### config.mk
export PLATFORM = sky130hd
export DESIGN_NAME = axi_stream_stall_injector
export DESIGN_NICKNAME = d
export VERILOG_FILES = /design/src/rtl/axi_stream_stall_injector.sv
export SDC_FILE = /design/constraint.sdc
export NUM_CORES = 1
export LEC_CHECK = 0
export ABC_AREA = 1
export CAP_MARGIN = 20
export CORE_ASPECT_RATIO = 1.2
export CORE_MARGIN = 5
export CORE_UTILIZATION = 33
export DETAILED_ROUTE_END_ITERATION = 8
export PLACE_DENSITY = 0.58
export SLEW_MARGIN = 20
export SYNTH_ARGS = -nofsm -noshare
export SYNTH_HDL_FRONTEND = slang
export SYNTH_SLANG_ARGS = --single-unit
### constraint.sdc
create_clock -name clk -period 7.31 [get_ports clk]
set_input_delay 1.462 -clock clk [delete_from_list [all_inputs] [get_ports clk]]
set_output_delay 1.462 -clock clk [all_outputs]
set_load 0.02 [all_outputs]
### src/rtl/axi_stream_stall_injector.sv
`default_nettype none
// ============================================================================
// Module   : axi_stream_stall_injector
// Purpose  : Inline AXI-Stream throttle with a 2-deep buffer. It gates input
//            ready and output valid from pins, from LFSRs or from LFSR bursts.
// Revision : 1.0
// ============================================================================
module axi_stream_stall_injector #(
    parameter int          DATA_BITS  = 32,
    parameter int          PROB_BITS  = 8,
    parameter int          BURST_BITS = 4,
    parameter int          COUNT_BITS = 32,
    parameter logic [15:0] SEED       = 16'hACE1
) (
    input  logic                  clk,
    input  logic                  rst,
    input  logic                  in_tvalid,
    output logic                  in_tready,
    input  logic [DATA_BITS-1:0]  in_tdata,
    input  logic                  in_tlast,
    output logic                  out_tvalid,
    input  logic                  out_tready,
    output logic [DATA_BITS-1:0]  out_tdata,
    output logic                  out_tlast,
    input  logic [1:0]            mode,
    input  logic                  block,
    input  logic                  stall,
    input  logic [PROB_BITS-1:0]  block_prob,
    input  logic [PROB_BITS-1:0]  stall_prob,
    input  logic [BURST_BITS-1:0] burst_len,
    input  logic                  count_clr,
    output logic [COUNT_BITS-1:0] stall_cycles,
    output logic [COUNT_BITS-1:0] xfer_count
);

    localparam logic [15:0] c_POLY         = 16'hB400;
    localparam logic [15:0] c_SEED_IN      = (SEED == 16'h0000) ? 16'h0001 : SEED;
    localparam logic [15:0] c_SEED_OUT_RAW = SEED ^ 16'h5A5A;
    localparam logic [15:0] c_SEED_OUT     = (c_SEED_OUT_RAW == 16'h0000) ? 16'h0001 : c_SEED_OUT_RAW;

    localparam logic [1:0] c_MODE_PASS   = 2'd0;
    localparam logic [1:0] c_MODE_EXT    = 2'd1;
    localparam logic [1:0] c_MODE_RANDOM = 2'd2;
    localparam logic [1:0] c_MODE_BURST  = 2'd3;

    function automatic logic [15:0] f_lfsr_next(input logic [15:0] s);
        return (s >> 1) ^ (s[0] ? c_POLY : 16'h0000);
    endfunction

    logic [15:0]           r_lfsr_in;
    logic [15:0]           r_lfsr_out;
    logic [BURST_BITS-1:0] r_burst_in;
    logic [BURST_BITS-1:0] r_burst_out;
    logic                  r_started;
    logic                  r_stall_q;
    logic [1:0]            r_count;
    logic [DATA_BITS:0]    r_head;
    logic [DATA_BITS:0]    r_tail;
    logic [COUNT_BITS-1:0] r_stall_cycles;
    logic [COUNT_BITS-1:0] r_xfer_count;

    logic                  w_hit_in;
    logic                  w_hit_out;
    logic [BURST_BITS-1:0] w_burst_load;
    logic                  w_block_g;
    logic                  w_stall_src;
    logic                  w_push;
    logic                  w_pop;
    logic [DATA_BITS:0]    w_in_beat;

    assign w_hit_in     = r_lfsr_in[PROB_BITS-1:0]  < block_prob;
    assign w_hit_out    = r_lfsr_out[PROB_BITS-1:0] < stall_prob;
    assign w_burst_load = (burst_len == '0) ? BURST_BITS'(1) : burst_len;

    always_comb begin
        w_block_g   = 1'b0;
        w_stall_src = 1'b0;
        case (mode)
            c_MODE_PASS: begin
                w_block_g   = 1'b0;
                w_stall_src = 1'b0;
            end
            c_MODE_EXT: begin
                w_block_g   = block;
                w_stall_src = stall;
            end
            c_MODE_RANDOM: begin
                w_block_g   = w_hit_in;
                w_stall_src = w_hit_out;
            end
            c_MODE_BURST: begin
                w_block_g   = (r_burst_in  != '0);
                w_stall_src = (r_burst_out != '0);
            end
            default: ;
        endcase
    end

    // Ready stays low until the first edge after reset release.
    assign in_tready  = r_started && (r_count != 2'd2) && !w_block_g;
    assign out_tvalid = (r_count != 2'd0) && !r_stall_q;
    assign out_tdata  = r_head[DATA_BITS-1:0];
    assign out_tlast  = r_head[DATA_BITS];

    assign w_push    = in_tvalid && in_tready;
    assign w_pop     = out_tvalid && out_tready;
    assign w_in_beat = {in_tlast, in_tdata};

    always_ff @(posedge clk or posedge rst) begin
        if (rst) begin
            r_lfsr_in   <= c_SEED_IN;
            r_lfsr_out  <= c_SEED_OUT;
            r_burst_in  <= '0;
            r_burst_out <= '0;
            r_started   <= 1'b0;
            r_stall_q   <= 1'b0;
        end else begin
            r_lfsr_in  <= f_lfsr_next(r_lfsr_in);
            r_lfsr_out <= f_lfsr_next(r_lfsr_out);
            r_started  <= 1'b1;

            if (r_burst_in == '0) begin
                if (w_hit_in)
                    r_burst_in <= w_burst_load;
            end else begin
                r_burst_in <= r_burst_in - BURST_BITS'(1);
            end

            if (r_burst_out == '0) begin
                if (w_hit_out)
                    r_burst_out <= w_burst_load;
            end else begin
                r_burst_out <= r_burst_out - BURST_BITS'(1);
            end

            // Freezing the gate while a beat is presented keeps it from being withdrawn.
            if (!out_tvalid || out_tready)
                r_stall_q <= w_stall_src;
        end
    end

    always_ff @(posedge clk or posedge rst) begin
        if (rst) begin
            r_count <= 2'd0;
            r_head  <= '0;
            r_tail  <= '0;
        end else begin
            case ({w_push, w_pop})
                2'b10: begin
                    if (r_count == 2'd0)
                        r_head <= w_in_beat;
                    else
                        r_tail <= w_in_beat;
                    r_count <= r_count + 2'd1;
                end
                2'b01: begin
                    if (r_count == 2'd2)
                        r_head <= r_tail;
                    r_count <= r_count - 2'd1;
                end
                2'b11: begin
                    if (r_count == 2'd2) begin
                        r_head <= r_tail;
                        r_tail <= w_in_beat;
                    end else begin
                        r_head <= w_in_beat;
                    end
                end
                default: ;
            endcase
        end
    end

    always_ff @(posedge clk or posedge rst) begin
        if (rst) begin
            r_stall_cycles <= '0;
            r_xfer_count   <= '0;
        end else if (count_clr) begin
            r_stall_cycles <= '0;
            r_xfer_count   <= '0;
        end else begin
            if ((r_count != 2'd0) && r_stall_q && (r_stall_cycles != '1))
                r_stall_cycles <= r_stall_cycles + COUNT_BITS'(1);
            if (w_pop)
                r_xfer_count <= r_xfer_count + COUNT_BITS'(1);
        end
    end

    assign stall_cycles = r_stall_cycles;
    assign xfer_count   = r_xfer_count;

endmodule
`default_nettype wire
==> results.md, run 1 <==
* CTS buffer count at 17
* Critical path class: in -> out
* Post-synth EDFFs at 0
* WP buf/inv at 4
* Die width at 162 um
* Number of distinct library cells after synthesis at 42
* Vias/cell at 4.86
* Synthesis-stage register bit count at 174
* Max_slew headroom at 40.7%
* Main synth FF type: dfrtp_1
* Final Util at 42.4%
* Htree depth at 4
* N_diodes at 0
* Overflow after GRT at 0
* Setup Buffers After CTS at 0
* Gr usage total at 16.7%
* Register area share after synthesis at 47.7%
* Layout area overhead at 27.8%
* Crit-path max FO at 3
* Setup total negative slack at 0 ns
* Nets at 1452
* Max Freq at 202 MHz
* Pwr dens at 271 nW/um^2
* Clock-pin slew on the worst setup and hold paths at 0.07 ns
* Synth Net Count at 1301
* Slowest cell delay on critical path at 0.64 ns
* Final Power at 3.18 mW
* Final WL at 25.6 mm
* Synthesis Warnings at 0
* Setup-failing EPs final at 0
* Maximum VDD drop at 0.000187 V
* Initial core utilization at 33.2%
* Core ar. at 27700 sq um
* Max clock buf depth at 2
* Status: finished, final reports clean
* Gpl congestion at 0.877
* Antenna violations before repair at 1
* Placed Instances at 1694
* Minimum clock period at 4.94 ns
* Cell family with most CP delay: buffers and inverters
* First-iteration detailed-routing DRC count at 352
* Fin crit share at 67.6%
* Clk_skew at 0.0107 ns
* Die Height at 193 um
* Via count at 8380
* Final cell count without fillers at 1726
* Crit-path cells: clkdlybuf4s50_1, inv_1, ha_1, nand2_1, o21a_1, nand3_1, nand4_1, inv_1, clkdlybuf4s50_1
* Worst Max-Slew Pin Slew at 0.889 ns
* RSZ-0062 raised after global routing: false
* ANT nets after route at 0
* Synth async-reset ratio at 100%
* First-pass GRT wire length at 42.1 mm
* DR pass1 iterations at 5
* Critical-path top delay cell: clkdlybuf4s50_1
* CTS resizes at 0
* Clk sink count at 174
* Post-placement setup slack at 2.33 ns
* Share of layout cells above drive strength 1 at 6.08%
* Pleak at 5.29 nW
* Max-Cap Viols at 0
* Synthesized area per cell at 7.55 sq um
* Worst endpoint required time at 5.85 ns
* Crit. End Element: primary output
* Port Buf Inserts at 160
* CTS tree: built
* Syn Std Cell Area at 9190 sq um
* Drc violations at 0
* Cell count after synthesis at 1217
* Hold WC Path Type: reg -> reg
* Clk_lat worst skew at 0.43 ns
* CTS Hold Bufs at 0
* Die footprint at 31300 sq um
* Final Hold Fails at 0
* Io pins at 161
* R2R setup slack at 4.48 ns
* Row Count at 67
* Final max-slew violation count at 0
* Critical Path Start Type: primary input
* Routed len/inst at 14.8 um
* Largest net degree at the start of global routing at 67
* Crit path DAT at 3.48 ns
* CTS root buf: clkbuf_16
* Detailed placement HPWL at 18.0 mm
* Vias in the first global route at 8227
* Setup slack after layout at 2.37 ns
through the flow:
stage	hold slack (ns)	cell area [sq um]
floorplan	0.331	9190
global placement	0.334	11100
detailed placement	0.341	11100
CTS	0.358	11700
global route	0.361	11700
finish	0.355	11700
final timing paths:
check	startpoint	to	cells past startpoint
max	block_prob[7]	in_tready	9
min	r_lfsr_in[8]$_DFF_PP0_	r_lfsr_in[7]$_DFF_PP1_	0
max reg2reg	r_count[0]$_DFFE_PP0P_	r_head[20]$_DFFE_PP0P_	11
min reg2reg	r_lfsr_in[8]$_DFF_PP0_	r_lfsr_in[7]$_DFF_PP1_	0
max in group asynchronous	rst	xfer_count[31]$_DFFE_PP0P_	3
min in group asynchronous	rst	r_head[5]$_DFFE_PP0P_	2
cells in the final DEF, fill, tap and decap left out, drive strengths merged, types with 20 or more instances in the layout:
master         synthesis  layout
dfrtp                154     154
dfstp                 20      20
nand3                 53      53
nand2                354     354
a21oi                 21      21
clkbuf                15      20
ha                    22      22
nand4                 39      39
nor2                 131     131
clkdlybuf4s50          0     160
o22ai                 35      35
o21ai                117     117
inv                  175     180
kinds of logic after synthesis:
| logic type | count (synthesis) | synth area share (%) |
|---|---|---|
| DFF | 174 | 47.7 |
| AOI/OAI and AO/OA | 188 | 11.2 |
| buffers and inverters | 215 | 9.30 |
| adders and majority gates | 22 | 3.00 |
| xor gates and xnor gates | 15 | 1.43 |
| and+or+nand+nor | 602 | 27.3 |
| other | 1 | 0.0408 |
cell usage after synthesis, drive strengths merged (3+ instances only):
library cell | number | share of area [%]
clkbuf | 15 | 0.61
nand4 | 39 | 2.7
buf | 23 | 1.4
nor3 | 17 | 0.98
nand2 | 354 | 15
dfrtp | 154 | 42
nand3 | 53 | 2.9
o22ai | 35 | 2.4
xor2 | 13 | 1.2
a21o | 3 | 0.25
ha | 22 | 3.0
nor2 | 131 | 5.6
dfstp | 20 | 5.7
a21oi | 21 | 1.2
o31ai | 5 | 0.41
o21ai | 117 | 6.4
nor4 | 3 | 0.20
inv | 175 | 7.2
layout make-up:
cell class                      instances  area (sq um)
Multi-Input combinational cell        828          3980
Clock inverter                         12           148
Fill cell                            2813         15900
Inverter                              177           671
Sequential cell                       174          4380
Clock buffer                           20           457
Timing Repair Buffer                  170          1680
Tap cell                              345           432
registers in the layout, indices dropped and copies added (netlist names), 4 cells and up:
| signal | count |
|---|---|
| xfer_count | 32 |
| r_lfsr_in | 16 |
| stall_cycles | 32 |
| r_burst_out | 4 |
| r_lfsr_out | 16 |
| r_burst_in | 4 |
| r_head | 33 |
| r_tail | 33 |
report_power, final:
part | switching (mW) | internal, mW
Sequential | 0.103 | 1.17
Combinational | 0.599 | 0.365
Clock | 0.414 | 0.532
metal layers:
layer | track usage, % | share of wire (%) | vias to the layer above
li1 | - | - | 4203
met1 | 21.1 | 45 | 3933
met2 | 27.8 | 47 | 201
met3 | 4.36 | 5.7 | 41
met4 | 5.60 | 2.1 | 2
met5 | 0 | 0.047 | -
Power figures use the tool's default switching activity.
==> run 2, diff against run 1 <==
==> constraint.sdc (replaced) <==
create_clock -name clk -period 4.8 [get_ports clk]
set_input_delay 0.96 -clock clk [delete_from_list [all_inputs] [get_ports clk]]
set_output_delay 0.96 -clock clk [all_outputs]
set_load 0.02 [all_outputs]
==> run 2 against run 1 <==
  * Global-route usage up 0.39 points
  * First-iteration DRC count up 19%
  * Via count up 0.51%
  * Count of clock-buffer cells in the layout down 1
  * Sequential share of layout area about the same
  * Combinational power up 52%
  * Highest routed layer unchanged
  * Utilization up 0.054 points
  * Die area unchanged
  * Worst setup slack worse by 1.5 ns
==> results.md, run 2 (synthesis gave the netlist of run 1 again) <==
* Row Count at 67 (unchanged)
* Worst hold path endpoint: r_lfsr_in[7]$_DFF_PP1_
* FF-to-FF path depth at 12 (+1)
* Overflow after GRT at 0 (unchanged)
* First-iteration detailed-routing DRC count at 419 (+19%)
* Minimum clock period at 3.95 ns
* Die width at 162 um (unchanged)
* N_diodes at 0 (unchanged)
* Commonest non-fill, non-tap cell in the layout: nand2_1
* Worst endpoint required time at 3.84 ns (-2.01 ns)
* FF/Latch Area at 4380 sq um (unchanged)
* Reg2reg end: r_tail[28]$_DFFE_PP0P_
* Crit path DAT at 2.99 ns (-0.49 ns)
* Nets at 1453 (+0.069%)
* CTS root buf: clkbuf_16
* Initial core utilization at 33.2% (unchanged)
* Setup Buffers After CTS at 0 (unchanged)
* Max Freq at 253 MHz
* Crit-path max FO at 3 (unchanged)
* Placed instance area at 11100 sq um (+0.10%)
* Vias/cell at 4.88 (+0.45%)
* Fill cells at 2809 (-0.14%)
* Max clock buf depth at 2 (unchanged)
* Die Height at 193 um (unchanged)
* Biggest regs: r_head: 33 flops, r_tail: 33 flops
* Core ar. at 27700 sq um (unchanged)
* Layout area overhead at 27.9%
* R2R setup slack at 2.04 ns (-2.44 ns)
* Worst Max-Slew Pin Slew at 0.631 ns (-0.258 ns)
* Die footprint at 31300 sq um (unchanged)
* Clk_lat worst skew at 0.44 ns (about the same)
* Setup-failing EPs final at 0 (unchanged)
* Worst Hold Launch: r_lfsr_in[8]$_DFF_PP0_
* Maximum VDD drop at 0.000211 V (+13%)
* Clock-pin slew on the worst setup and hold paths at 0.06 ns (about the same)
* RSZ-0062 raised after global routing: false
* Routed len/inst at 15.0 um (+1.1%)
* Hold WC Path Type: reg -> reg
* Pleak at 5.30 nW (about the same)
* Final WL at 25.9 mm (+1.2%)
* CTS buffer count at 17 (unchanged)
* Reg2reg start: r_lfsr_in[7]$_DFF_PP1_
* Critical path class: in -> out
* Largest net degree at the start of global routing at 175 (+160%)
* Final max-slew violation count at 0 (unchanged)
* Final Power at 4.81 mW (+51%)
* CTS tree: built
* Crit. End Element: primary output
* Fin crit share at 82.4%
* Commonest non-fill, non-tap cells in the layout: 350 x nand2_1, 169 x inv_1, 160 x clkdlybuf4s50_1, 154 x dfrtp_1, 126 x nor2_1
* Multi-input logic area at 3980 sq um (unchanged)
* Gr usage total at 17.1% (+0.39 points)
* ANT nets after route at 0 (unchanged)
* Max-Cap Viols at 0 (unchanged)
* Hold Crit Depth at 0 (unchanged)
* DR pass1 iterations at 5 (unchanged)
* Htree depth at 4 (unchanged)
* Final Hold Fails at 0 (unchanged)
* Setup total negative slack at 0 ns (unchanged)
* Clk sink count at 174 (unchanged)
* First-pass GRT wire length at 43.1 mm (+2.3%)
* Design Area, Final at 11800 sq um (+0.13%)
* Pwr dens at 409 nW/um^2 (+51%)
* Io pins at 161 (unchanged)
* Max_slew headroom at 57.9% (+17 points)
* Final Util at 42.5% (+0.054 points)
* Vias in the first global route at 8338 (+1.3%)
* CTS Hold Bufs at 0 (unchanged)
* Status: finished, final reports clean
* CTS resizes at 0 (unchanged)
* Drc violations at 0 (unchanged)
* Hold WS at 0.352 ns (-0.00311 ns)
* Port Buf Inserts at 160 (unchanged)
* Antenna violations before repair at 1 (unchanged)
* Gpl congestion at 0.849 (-3.2%)
* Share of layout cells above drive strength 1 at 6.15% (+0.068 points)
* Clk_skew at 0.0152 ns (+0.00457 ns)
* Detailed placement HPWL at 17.8 mm (-0.87%)
* Via count at 8423 (+0.51%)
* Critical Path Start Type: primary input
-- run 2: cell count changes in the layout (fill, tap and decap cells not counted) --
cell / previous run / this run
clkinvlp_4: 1 / 2
buf_12: 0 / 1
buf_4: 10 / 9
bufinv_16: 2 / 1
clkbuf_1: 1 / 0
clkinv_1: 2 / 3
buf_16: 0 / 1
inv_8: 2 / 1
clkinv_4: 2 / 3
-- run 2: critical path: stages --
cell             delay [ns]
clkdlybuf4s50_1        0.46
inv_1                  0.05
ha_1                   0.29
nand2_1                0.07
o21a_1                 0.21
nand3_1                0.08
nand4_1                0.14
inv_1                  0.09
clkdlybuf4s50_1        0.64
-- run 2: per-stage QoR --
step | setup slack, ns | cells
2_1_floorplan | 1.63 | 1217
3_3_place_gp | 0.825 | 1694
3_5_place_dp | 0.805 | 1694
4_1_cts | 0.796 | 1726
5_1_grt | 0.668 | 1727
6_report | 0.846 | 1727
-- run 2: final cells by class --
cell class	instances	area share [%]
flip-flops and latches	174	37.3
multi-input cells	828	33.8
repair buffers	171	14.6
inverters	177	5.70
clock buffers	19	3.85
well taps	345	3.67
clock inverters	13	1.09
-- run 2: worst max path at each step --
stage | cells past startpoint | endpoint | start
after floorplan | 1 | r_burst_in[0]$_DFFE_PP0P_ | rst
after global placement | 9 | in_tready | block_prob[7]
after detailed placement | 9 | in_tready | block_prob[7]
after CTS | 9 | in_tready | block_prob[7]
after global routing | 10 | in_tready | block_prob[7]
final | 9 | in_tready | block_prob[7]
-- run 2: layer usage --
metal  part of all wire [%]  track usage, %
met1                     45            21.6
met4                    1.6            5.21
met2                     48            28.7
met3                    5.6            4.53
met5                  0.043               0
-- run 2: where the power goes --
group	total, mW	internal [mW]	switching, mW
logic	1.47	0.559	0.914
registers	1.94	1.78	0.156
clock network	1.40	0.755	0.642
==> run 3, diff against run 2 <==
==> constraint.sdc (replaced) <==
create_clock -name clk -period 3.9 [get_ports clk]
set_input_delay 0.78 -clock clk [delete_from_list [all_inputs] [get_ports clk]]
set_output_delay 0.78 -clock clk [all_outputs]
set_load 0.02 [all_outputs]
==> run 3 against run 2 <==
  * Combinational power grew 25%
  * Clock power grew 26%
  * Routed wire length is essentially flat
  * Count of clock-buffer cells in the layout grew 4
  * Cell count grew 0.17%
  * Critical path depth is the same
  * Hold slack lost 0.0098 ns
==> results.md, run 3 (synthesis gave the netlist of run 1 again) <==
* Clk_skew at 0.00961 ns (-0.00561 ns)
* Overflow after GRT at 0 (unchanged)
* RSZ-0062 raised after global routing: false
* Maximum VDD drop at 0.000302 V (+43%)
* Critical Path Start Type: primary input
* Gpl congestion at 0.906 (+6.6%)
* Vias/cell at 4.82 (-1.1%)
* Gr busiest metal: met2
* CTS resizes at 0 (unchanged)
* Worst Max-Slew Pin Slew at 0.608 ns (-0.0228 ns)
* Max Freq at 275 MHz
* Reg2reg end: r_head[21]$_DFFE_PP0P_
* Worst endpoint required time at 3.12 ns (-0.72 ns)
* Setup-failing EPs final at 0 (unchanged)
* Setup total negative slack at 0 ns (unchanged)
* Die footprint at 31300 sq um (unchanged)
* CTS buffer count at 17 (unchanged)
* Gr usage total at 16.7% (-0.35 points)
* Detailed placement HPWL at 18.4 mm (+3.2%)
* Fin crit share at 93.2%
* Reg2reg start: r_lfsr_in[7]$_DFF_PP1_
* Clock-pin slew on the worst setup and hold paths at 0.07 ns (about the same)
* Final WL at 25.8 mm (about the same)
* N_diodes at 0 (unchanged)
* Max_slew headroom at 59.5% (+1.5 points)
* CTS root buf: clkbuf_16
* Clk_lat worst skew at 0.43 ns (about the same)
* Max clock buf depth at 2 (unchanged)
* Max-Cap Viols at 0 (unchanged)
* Biggest regs: r_head: 33 flops, r_tail: 33 flops
* Hold Crit Depth at 0 (unchanged)
* Final max-slew violation count at 0 (unchanged)
* FF-to-FF path depth at 15 (+3)
* Met2 Use GR at 27.9% (-0.79 points)
* Crit path DAT at 2.86 ns (-0.13 ns)
* CTS Hold Bufs at 0 (unchanged)
* DR pass1 iterations at 5 (unchanged)
* Core ar. at 27700 sq um (unchanged)
* Initial core utilization at 33.2% (unchanged)
* Pleak at 5.31 nW (+0.18%)
* Hold WC Path Type: reg -> reg
* Critical path class: in -> out
* Final cell count without fillers at 1730 (+0.17%)
* First-pass GRT wire length at 42.1 mm (-2.2%)
* Port Buf Inserts at 160 (unchanged)
* First-iteration detailed-routing DRC count at 515 (+23%)
* Antenna violations before repair at 1 (unchanged)
* Die Height at 193 um (unchanged)
* ANT nets after route at 0 (unchanged)
* Placed Instances at 1698 (+0.24%)
* Commonest non-fill, non-tap cell in the layout: nand2_1
* Setup Buffers After CTS at 0 (unchanged)
* Vias in the first global route at 8144 (-2.3%)
* Design Area, Final at 11800 sq um (+0.48%)
* Final Util at 42.7% (+0.20 points)
* Placed instance area at 11200 sq um (+0.61%)
* Crit. End Element: primary output
* Die width at 162 um (unchanged)
* Crit-path cells: clkdlybuf4s50_1, inv_1, ha_1, nand2_1, o21a_1, nand3_1, nand4_1, inv_1, clkdlybuf4s50_1
* Via count at 8342 (-0.96%)
* Final Hold Fails at 0 (unchanged)
* Minimum clock period at 3.64 ns
* Htree depth at 4 (unchanged)
* Nets at 1456 (+0.21%)
* Met1 usage at 21.2% (-0.40 points)
* Drc violations at 0 (unchanged)
* Worst Hold Launch: r_lfsr_in[9]$_DFF_PP0_
* Critical-path top delay cell: clkdlybuf4s50_1
* Largest net degree at the start of global routing at 79 (-55%)
* Layout area overhead at 28.5%
* CTS tree: built
* Pwr dens at 509 nW/um^2 (+24%)
* Met3 GRT Util at 3.89% (-0.64 points)
* Share of layout cells above drive strength 1 at 6.06% (-0.086 points)
* R2R setup slack at 1.08 ns (-0.96 ns)
* Status: finished, final reports clean
* Slowest cell delay on critical path at 0.62 ns (-0.02 ns)
* Clk sink count at 174 (unchanged)
* Worst hold path endpoint: r_lfsr_in[8]$_DFF_PP0_
* Commonest non-fill, non-tap cells in the layout: 350 x nand2_1, 169 x inv_1, 160 x clkdlybuf4s50_1, 154 x dfrtp_1, 126 x nor2_1
* Io pins at 161 (unchanged)
* Crit-path max FO at 3 (unchanged)
* Row Count at 67 (unchanged)
* Routed len/inst at 14.9 um (-0.23%)
[run 3: critical path, delay by kind of cell]
family | cells | cell delay [ns]
buffers and inverters | 4 | 1.26
adders and majority gates | 1 | 0.28
and+or+nand+nor | 3 | 0.32
AOI/OAI and AO/OA | 1 | 0.21
[run 3: area by class of cell]
type | count | area [sq um]
fillers | 2792 | 15900
flip-flops and latches | 174 | 4380
multi-input cells | 828 | 3980
repair buffers | 174 | 1760
inverters | 177 | 669
clock buffers | 23 | 458
well taps | 345 | 432
clock inverters | 9 | 139
[run 3: stage by stage]
| stage | hold WS [ns] | total power [mW] | setup slack, ns |
|---|---|---|---|
| 2_1_floorplan | 0.331 | 3.51 | 0.912 |
| 3_3_place_gp | 0.334 | 4.25 | 0.271 |
| 3_5_place_dp | 0.335 | 4.28 | 0.272 |
| 4_1_cts | 0.346 | 6.09 | 0.259 |
| 5_1_grt | 0.349 | 6.40 | 0.104 |
| 6_report | 0.342 | 6.01 | 0.263 |
[run 3: how the worst max path moves through the flow]
stage                   from                        end
2_1_floorplan            rst  r_burst_in[0]$_DFFE_PP0P_
3_3_place_gp   block_prob[7]                  in_tready
3_5_place_dp   block_prob[6]                  in_tready
4_1_cts        block_prob[7]                  in_tready
5_1_grt        block_prob[3]                  in_tready
6_report       block_prob[7]                  in_tready
[run 3: per-layer routing]
metal / share of wire [%] / wire length, um
met3: 5.2 / 1350
met5: 0.043 / 11
met2: 48 / 12400
met4: 2.4 / 618
met1: 44 / 11500
[run 3: power breakdown]
part           switching (mW)  total [mW]  internal [mW]
registers               0.201        2.40           2.20
logic                    1.12        1.84          0.714
clock network           0.742        1.77           1.03
total                    2.07        6.01           3.94
